### src/rtl/fir_capture_buffer.sv
`default_nettype none
// +--------------------------------------------------------------------------+
// | fir_capture_buffer: multi-channel triggered capture RAM, pre-trigger     |
// | window, signed edge trigger. Optional macro: CAPTURE_DECIM_EN.           |
// | Revision: 1.0                                                            |
// +--------------------------------------------------------------------------+
module fir_capture_buffer #(
  parameter int NB_DATA = 8,
  parameter int N_CH    = 2,
  parameter int DEPTH   = 256,
  parameter int PRETRIG = 64,
  parameter int TRIG_CH = 0
) (
  input  logic                         clk,
  input  logic                         i_srst,
  input  logic                         i_en,
  input  logic [N_CH*NB_DATA-1:0]      i_data,
  input  logic                         i_arm,
  input  logic                         i_force,
  input  logic [NB_DATA-1:0]           i_thresh,
  input  logic                         i_edge,
`ifdef CAPTURE_DECIM_EN
  input  logic [7:0]                   i_decim,
`endif
  input  logic [$clog2(DEPTH)-1:0]     i_rd_addr,
  output logic [N_CH*NB_DATA-1:0]      o_rd_data,
  output logic                         o_busy,
  output logic                         o_done,
  output logic [$clog2(DEPTH)-1:0]     o_trig_idx
);

  localparam int c_aw = $clog2(DEPTH);
  localparam int c_dw = N_CH * NB_DATA;
  localparam logic [c_aw-1:0] c_one       = c_aw'(1);
  localparam logic [c_aw-1:0] c_pretrig   = c_aw'(PRETRIG);
  localparam logic [c_aw-1:0] c_pre_last  = c_aw'(PRETRIG - 1);
  localparam logic [c_aw-1:0] c_post_last = c_aw'(DEPTH - PRETRIG - 2);

  typedef enum logic [2:0] {
    S_IDLE = 3'd0,
    S_PRE  = 3'd1,
    S_WAIT = 3'd2,
    S_POST = 3'd3,
    S_DONE = 3'd4
  } state_t;

  state_t r_state, w_state_nxt;

  logic [c_aw-1:0]           r_wr_ptr;
  logic [c_aw-1:0]           r_cnt;
  logic [c_aw-1:0]           r_trig_idx;
  logic signed [NB_DATA-1:0] r_prev;
  logic                      r_force_pend;
  logic [c_dw-1:0]           r_rd_data;
  logic [c_dw-1:0]           r_mem [DEPTH];

  logic                      w_busy;
  logic                      w_accept;
  logic                      w_decim_ok;
  logic                      w_start;
  logic                      w_rise;
  logic                      w_fall;
  logic                      w_trig;
  logic signed [NB_DATA-1:0] w_s;
  logic signed [NB_DATA-1:0] w_thr;
  logic [c_aw-1:0]           w_rd_phys;

  assign w_busy   = (r_state == S_PRE) || (r_state == S_WAIT) || (r_state == S_POST);
  assign w_accept = i_en && w_decim_ok && w_busy;

  assign w_s   = i_data[TRIG_CH*NB_DATA +: NB_DATA];
  assign w_thr = i_thresh;
  assign w_rise = (r_prev < w_thr) && (w_s >= w_thr);
  assign w_fall = (r_prev > w_thr) && (w_s <= w_thr);
  // A force seen on an idle cycle is held until the next accepted sample.
  assign w_trig = w_accept && ((i_edge ? w_fall : w_rise) || i_force || r_force_pend);

`ifdef CAPTURE_DECIM_EN
  logic [7:0] r_decim_cnt;

  assign w_decim_ok = (r_decim_cnt == 8'd0);

  always_ff @(posedge clk) begin
    if (i_srst || w_start) begin
      r_decim_cnt <= 8'd0;
    end else if (w_busy && i_en) begin
      r_decim_cnt <= (r_decim_cnt >= i_decim) ? 8'd0 : r_decim_cnt + 8'd1;
    end
  end
`else
  assign w_decim_ok = 1'b1;
`endif

  always_ff @(posedge clk) begin
    if (i_srst) begin
      r_state <= S_IDLE;
    end else begin
      r_state <= w_state_nxt;
    end
  end

  always_comb begin
    w_state_nxt = r_state;
    w_start     = 1'b0;
    case (r_state)
      S_IDLE: begin
        if (i_arm) begin
          w_start     = 1'b1;
          w_state_nxt = S_PRE;
        end
      end
      S_PRE: begin
        if (w_accept && (r_cnt == c_pre_last)) w_state_nxt = S_WAIT;
      end
      S_WAIT: begin
        if (w_trig) w_state_nxt = S_POST;
      end
      S_POST: begin
        if (w_accept && (r_cnt == c_post_last)) w_state_nxt = S_DONE;
      end
      S_DONE: begin
        if (i_arm) begin
          w_start     = 1'b1;
          w_state_nxt = S_PRE;
        end
      end
      default: w_state_nxt = S_IDLE;
    endcase
  end

  always_ff @(posedge clk) begin
    if (i_srst) begin
      r_wr_ptr     <= '0;
      r_cnt        <= '0;
      r_trig_idx   <= '0;
      r_prev       <= '0;
      r_force_pend <= 1'b0;
    end else if (w_start) begin
      r_wr_ptr     <= '0;
      r_cnt        <= '0;
      r_prev       <= '0;
      r_force_pend <= 1'b0;
    end else begin
      if (w_accept) begin
        r_wr_ptr <= r_wr_ptr + c_one;
        r_prev   <= w_s;
      end
      case (r_state)
        S_PRE: begin
          if (w_accept) r_cnt <= (r_cnt == c_pre_last) ? '0 : r_cnt + c_one;
        end
        S_WAIT: begin
          if (w_trig) begin
            r_trig_idx   <= r_wr_ptr;
            r_cnt        <= '0;
            r_force_pend <= 1'b0;
          end else if (i_force) begin
            r_force_pend <= 1'b1;
          end
        end
        S_POST: begin
          if (w_accept) r_cnt <= r_cnt + c_one;
        end
        default: ;
      endcase
    end
  end

  always_ff @(posedge clk) begin
    if (w_accept) r_mem[r_wr_ptr] <= i_data;
  end

  // Logical index 0 is the oldest pre-trigger sample; modulo wrap is implicit.
  assign w_rd_phys = r_trig_idx - c_pretrig + i_rd_addr;

  always_ff @(posedge clk) begin
    if (i_srst) begin
      r_rd_data <= '0;
    end else begin
      r_rd_data <= r_mem[w_rd_phys];
    end
  end

  assign o_rd_data  = r_rd_data;
  assign o_busy     = w_busy;
  assign o_done     = (r_state == S_DONE);
  assign o_trig_idx = r_trig_idx;

endmodule
`default_nettype wire

### config.mk
export PLATFORM = sky130hd
export DESIGN_NAME = fir_capture_buffer
export DESIGN_NICKNAME = d
export VERILOG_FILES = /design/src/rtl/fir_capture_buffer.sv
export SDC_FILE = /design/constraint.sdc
export NUM_CORES = 2
export LEC_CHECK = 0
export BUFFER_PORTS_ARGS = -buffer_cell sky130_fd_sc_hd__buf_4
export CELL_PAD_IN_SITES_DETAIL_PLACEMENT = 1
export CELL_PAD_IN_SITES_GLOBAL_PLACEMENT = 2
export CORE_UTILIZATION = 40
export CTS_BUF_LIST = sky130_fd_sc_hd__clkbuf_8
export CTS_CLUSTER_SIZE = 16
export DETAILED_ROUTE_END_ITERATION = 8
export PLACE_DENSITY_LB_ADDON = 0.1
export SLEW_MARGIN = 10
export SYNTH_ARGS = -nofsm -noshare
export SYNTH_HDL_FRONTEND = slang
export SYNTH_SLANG_ARGS = --single-unit
export TNS_END_PERCENT = 10
### constraint.sdc
create_clock -name clk -period 7.9 [get_ports clk]
set_input_delay 0 -clock clk [delete_from_list [all_inputs] [get_ports clk]]
set_output_delay 0 -clock clk [all_outputs]
set_load 0.005 [all_outputs]
### After elaboration in Yosys (flattened, before gate mapping)

Memory sizes are Yosys's and may differ from the RTL's. A register that Yosys moved wholly into a read port is not among the register bits.
Cells that the tools add are included.

| word-level totals | value |
|---|---|
| bits in registers | 36 |
| memory bits (writable) | 4096 |
| input bits | 38 |
| output and inout bits | 26 |
| word-level logic and storage cells | 64 |
| memories | 1 |

| operators by class | value |
|---|---|
| add/sub/neg operators | 4 |
| $lt $le $gt $ge | 4 |
| eq/ne operators | 12 |
| multiplexer cells | 17 |
| bitwise gates (word level) | 1 |
| reductions and logical operators | 19 |

Memory list:

| name | words | bits a word | read ports | clocked after memory_dff | write ports | RTL line | source |
|---|---|---|---|---|---|---|---|
| r_mem | 256 | 16 | 1 | 1 | 1 | 55 | `logic [c_dw-1:0] r_mem [DEPTH];` |

Operators with widths:

| kind | count |
|---|---|
| $mux 8 | 4 |
| $pmux 8 s3 | 1 |
| $add 8x1->8 const B | 2 |
| $mux 3 | 4 |
| $pmux 3 s4 | 1 |
| $add 8x8->8 | 1 |
| $eq 8x6->1 const B | 1 |
| $eq 8x8->1 const B | 1 |
| $ge 8x8->1 | 1 |
| $gt 8x8->1 | 1 |
| $le 8x8->1 | 1 |
| $lt 8x8->1 | 1 |
| $reduce_and 4->1 | 2 |
| $sub 8x7->8 const B | 1 |
| $mux 1 | 7 |
| $eq 3x2->1 const B | 2 |
| $logic_and 1x1->1 | 6 |
| $ne 2x1->1 const B | 3 |
| $ne 2x2->1 const B | 3 |
| $logic_or 1x1->1 | 4 |
| $reduce_or 2->1 | 2 |
| $eq 3x1->1 const B | 1 |
| $eq 3x3->1 const B | 1 |
| $logic_not 3->1 | 1 |
| other kinds (5) | 5 |

### Longest topological paths before layout

| depth | value |
|---|---|
| depth after elaboration | 8 |
| gate-level depth with buffers | 15 |
| mapped depth without buffers | 12 |

### Worst setup path before layout

Ideal clock, no wire load.

| timing | value |
|---|---|
| kind | reg2reg |
| start point | reg r_trig_idx[1] (netlist: o_trig_idx[1]) |
| end point | reg r_rd_data[8] (netlist: o_rd_data[8]) (read register of r_mem) |
| library setup time | 135 ps |
| arrival | 3202 ps |
| data required time | 7765 ps |
| path slack | 4563 ps |
| stages on the path, launching flop included | 14 |
| path buffers | 4 |
| period minus slack after synthesis | 3337 ps |
| path through | dfxtp_1 -> ha_1 -> ha_1 -> inv_1 -> fa_1 -> clkbuf_1 -> clkbuf_1 -> clkbuf_1 -> clkbuf_1 -> nand3_1 -> nand4_1 -> nand4_1 -> nor4_1 -> nand4_1 |

| between the ends | value |
|---|---|
| word-level cells in the longest chain between the ends | 2 |

Ends and longest elaborated chain:

| item | RTL line | source |
|---|---|---|
| start, declared | 51 | `logic [c_aw-1:0] r_trig_idx;` |
| start signal, assigned | 154 | `r_trig_idx <= r_wr_ptr;` |
| $sub 8x7->8 | 174 | `assign w_rd_phys = r_trig_idx - c_pretrig + i_rd_addr;` |
| $add 8x8->8 | 174 |  |
| end, declared | 54 | `logic [c_dw-1:0] r_rd_data;` |

No other way between the ends.
A chain may end at the register's enable or synchronous reset.

### Final worst setup path

| timing | value |
|---|---|
| start point | reg r_trig_idx[2] (netlist: o_trig_idx[2]) |
| end point | reg r_rd_data[1] (netlist: o_rd_data[1]) (read register of r_mem) |

The elaborated chain is that of the path after synthesis.

==> results.toml <==
[run_status]
status = "finished, violations left"
violations = "slew limit"

[drt]
dr.pass1.iters = 5
drcViolationCount = 0
wire_per_inst_um = 34.99
ant_nets = 0
finalWirelength_um = 480700
vias = 78990
viasPerCell = 5.749
drt_iter0_drc = 8013

[timing]
hold_viol_final = 0
layout_min_cycle_time_ps = 5735
setup_violations = 0
rsz0062_at_grt = "no"
hold_ws_ps = 100.5
setup_tns_ps = 0
max_freq_ghz = 0.1744
skew_ps = 80.61
final.period_utilization_pct = 72.60
worst_slew_pin_slew_ps = 1634
relSlewSlack_pct = -8.913
drv_slew = 62

[placed_design]
dp.final_hpwl_um = 281800
dp.cells = 12420
io_buffers = 63
gp_congestion = 0.7806
postPlaceCellArea_um2 = 169600

[cells_and_area]
syn2layout_area_growth_pct = 13.97
drive_above_1_share_pct = 31.06
fill_cells = 36140
final_net_count = 8005
final_area_um2 = 183000
final_util_pct = 45.83
fin_cells = 13740

[setup_path]
rrSetupSlack_ps = 2160
crit_fanout = 57
reg2reg_to = "o_rd_data[1]"
worstPathArrival_ps = 6780
cp-end-kind = "flop"
crit_type = "flop to flop"
cp-start-kind = "flop"
reg2reg_from = "o_trig_idx[2]"
cp.required_ps = 8950
reg2reg_depth = 11

[synth]
netlist_area_um2 = 160600
synth_top_flop_cell = "edfxtp_1"
synth.avg_cell_area_um2 = 22.54
synth_edf_count = 4096
seq_area_frac_synth_pct = 77.23
synth-seq-cells = 4148
synthArstFlopShare_pct = 0
synthCells = 7125
synth.distinct_cells = 63
syn-num-nets = 7199
yosysWarnings = 0

[clock_tree]
post_cts_resize_count = 0
cts_buffer_depth = 4
postCtsSetupRepairBufs = 0
clock-sinks = 4148
htreeDepth = 6
clk_pin_slew_ps = 60
cts_tree = "yes"
insertion_delay_ps = 1280
cts_root_buffer = "clkbuf_8"
hold_buffers = 69
numCtsBuffers = 705

[floorplan]
ios = 64
die_h_um = 635.7
die-area_um2 = 404100
dieWidth_um = 635.7
rows = 232
core_area_um2 = 399400
start_util_pct = 40.21

[job]
drv_cap = 0

[global_routing]
use_met1_pct = 34.54
grt_first_pass_wirelength_um = 666100
grtUsageMet3_pct = 3.560
grt_pass1_vias = 82950
grt_overflow = 0
gr-usage-met2_pct = 37.28
grtUsageTotal_pct = 23.49
antenna_found_initial = 33
busiest_layer = "met2"
grt_max_degree = 197

[power_and_ir_drop]
irDropWorstVdd_uv = 135.4
clkPwrFrac_pct = 39.9
power.share.combinational_pct = 5.0
power_switching_mw = 10.28
power_frac_seq_pct = 55.1
p_sw_share_pct = 23.35
power.density_nw_per_um2 = 240.6
p_leak_nw = 58.02
power.internal_mw = 33.76

[hold_path]
hp-start = "i_arm"
hold_class = "input port to flop"
min_to = "r_wr_ptr[7]"
holdPathStages = 4
-- stage by stage --
step           worst slack (ps)  power [mW]
6_report                   2165       44.05
5_1_grt                    1967       45.46
4_1_cts                    2092       44.56
3_5_place_dp               2136       26.91
3_3_place_gp               2078       26.88
2_1_floorplan              4563       25.78
-- critical path, stage by stage, from the launching register on --
cell and delay, ps:
dfxtp_1 330, ha_1 300, ha_1 290, a211oi_2 470
or2_4 720, nand2_8 610, buf_4 510, buf_4 260
mux4_2 530, a22oi_1 850, and3_1 390, nand4_1 130
-- flip-flops by register name, indices dropped and copies added (netlist names) --
signal,cells
o_rd_data,16
o_trig_idx,8
r_cnt,8
r_force_pend,1
r_mem,4096
r_prev,8
r_state,3
r_wr_ptr,8
-- cell type report --
type | instances | area (um2) | share of cell area (%)
Antenna cell | 17 | 42.54 | 0.02324
Clock buffer | 723 | 9951 | 5.436
Clock inverter | 510 | 2567 | 1.403
Inverter | 23 | 86.33 | 0.04717
Multi-Input combinational cell | 2517 | 34810 | 19.02
Sequential cell | 4148 | 124000 | 67.77
Tap cell | 5265 | 6588 | 3.599
Timing Repair Buffer | 536 | 4955 | 2.707
-- logic make-up (layout without fill, tap and decap cells) --
logic type	count (synthesis)	in the layout	share of synthesized area (%)
AO/OA/AOI/OAI	296	296	1.289
AND/OR/NAND/NOR	933	933	2.780
multiplexers	1241	1241	16.90
adder cells (fa/ha/maj)	36	36	0.2851
flip-flops	4148	4148	77.23
other	0	17	0
XOR/XNOR	11	11	0.05999
buffers and inverters	460	1792	1.451
-- Yosys cell counts (6+ instances only) --
library cell  instances  area [um2]
buf_1                23       86.33
nor4_1               17       106.4
edfxtp_1           4096      123000
and2_1                8       50.05
xor2_1                6       52.55
buf_6                29       326.6
a21oi_1              43       215.2
and3_1               94       588.1
nand3_1             240        1201
a211oi_1             59       442.9
mux4_2             1139       25650
nand2_1             141       529.3
o21ai_0              22       110.1
o211ai_1             50       375.4
buf_2               112       560.5
a31oi_1              23       143.9
buf_4                42       315.3
o21ai_1              21       105.1
mux2i_1              73       730.7
nand4_1              90       563.0
a211o_1              30       262.8
mux4_1               29       762.0
clkbuf_1            224       840.8
nor2b_1              21       131.4
nand2b_1              8       50.05
inv_1                23       86.33
nor2_1              292        1096
ha_1                 35       437.9
dfxtp_1              52        1041
a22oi_1              15       112.6
-- how the worst max path moves through the flow --
stage,end,cells past startpoint,startpoint,slack [ps]
after CTS,o_rd_data[12],11,o_trig_idx[2],2090
after detailed placement,o_rd_data[12],11,o_trig_idx[2],2140
after global placement,o_rd_data[12],11,o_trig_idx[2],2080
after floorplan,o_rd_data[8],13,o_trig_idx[1],4560
after global routing,o_rd_data[1],11,o_trig_idx[2],1970
final,o_rd_data[1],11,o_trig_idx[2],2160
-- cells in the final DEF, fill, tap and decap left out, types with 12 or more instances in the layout --
cell type         n
ha_1             33
a31oi_1          23
edfxtp_1       4096
a21oi_1          43
clkbuf_8        723
nor4_1           12
mux4_1           29
and3_1           94
dfxtp_1          52
clkinv_1        157
mux2i_1          71
a22oi_1          15
nor2_1          150
nand3_1         226
clkinv_2         42
inv_8            18
a211o_1          30
buf_12           38
nand3_2          14
inv_1           274
diode_2          17
nand2_1         141
dlygate4sd3_1    59
o21ai_0          21
o21ai_1          22
nor2_2          141
buf_8            17
buf_4           413
nand4_1          90
clkinvlp_4       16
nor2b_1          18
mux4_2         1139
o211ai_1         50
a211oi_1         54
-- per-layer routing --
metal | up-vias | routed length (um) | part of all wire, %
li1 | 32040 | - | -
met1 | 43740 | 214900 | 45
met2 | 2643 | 227800 | 47
met3 | 561 | 28060 | 5.8
met4 | 2 | 9891 | 2.1
met5 | - | 13 | 0.0027
-- power by group through the flow --
stage | clock network (mW) | logic [mW] | registers [mW]
final | 17.6 | 2.22 | 24.2
after global routing | 18.9 | 2.34 | 24.2
after CTS | 18.0 | 2.27 | 24.2
after detailed placement | 0 | 2.21 | 24.7
after global placement | 0 | 2.18 | 24.7
after floorplan | 0 | 1.12 | 24.7
Power figures use the tool's default switching activity.
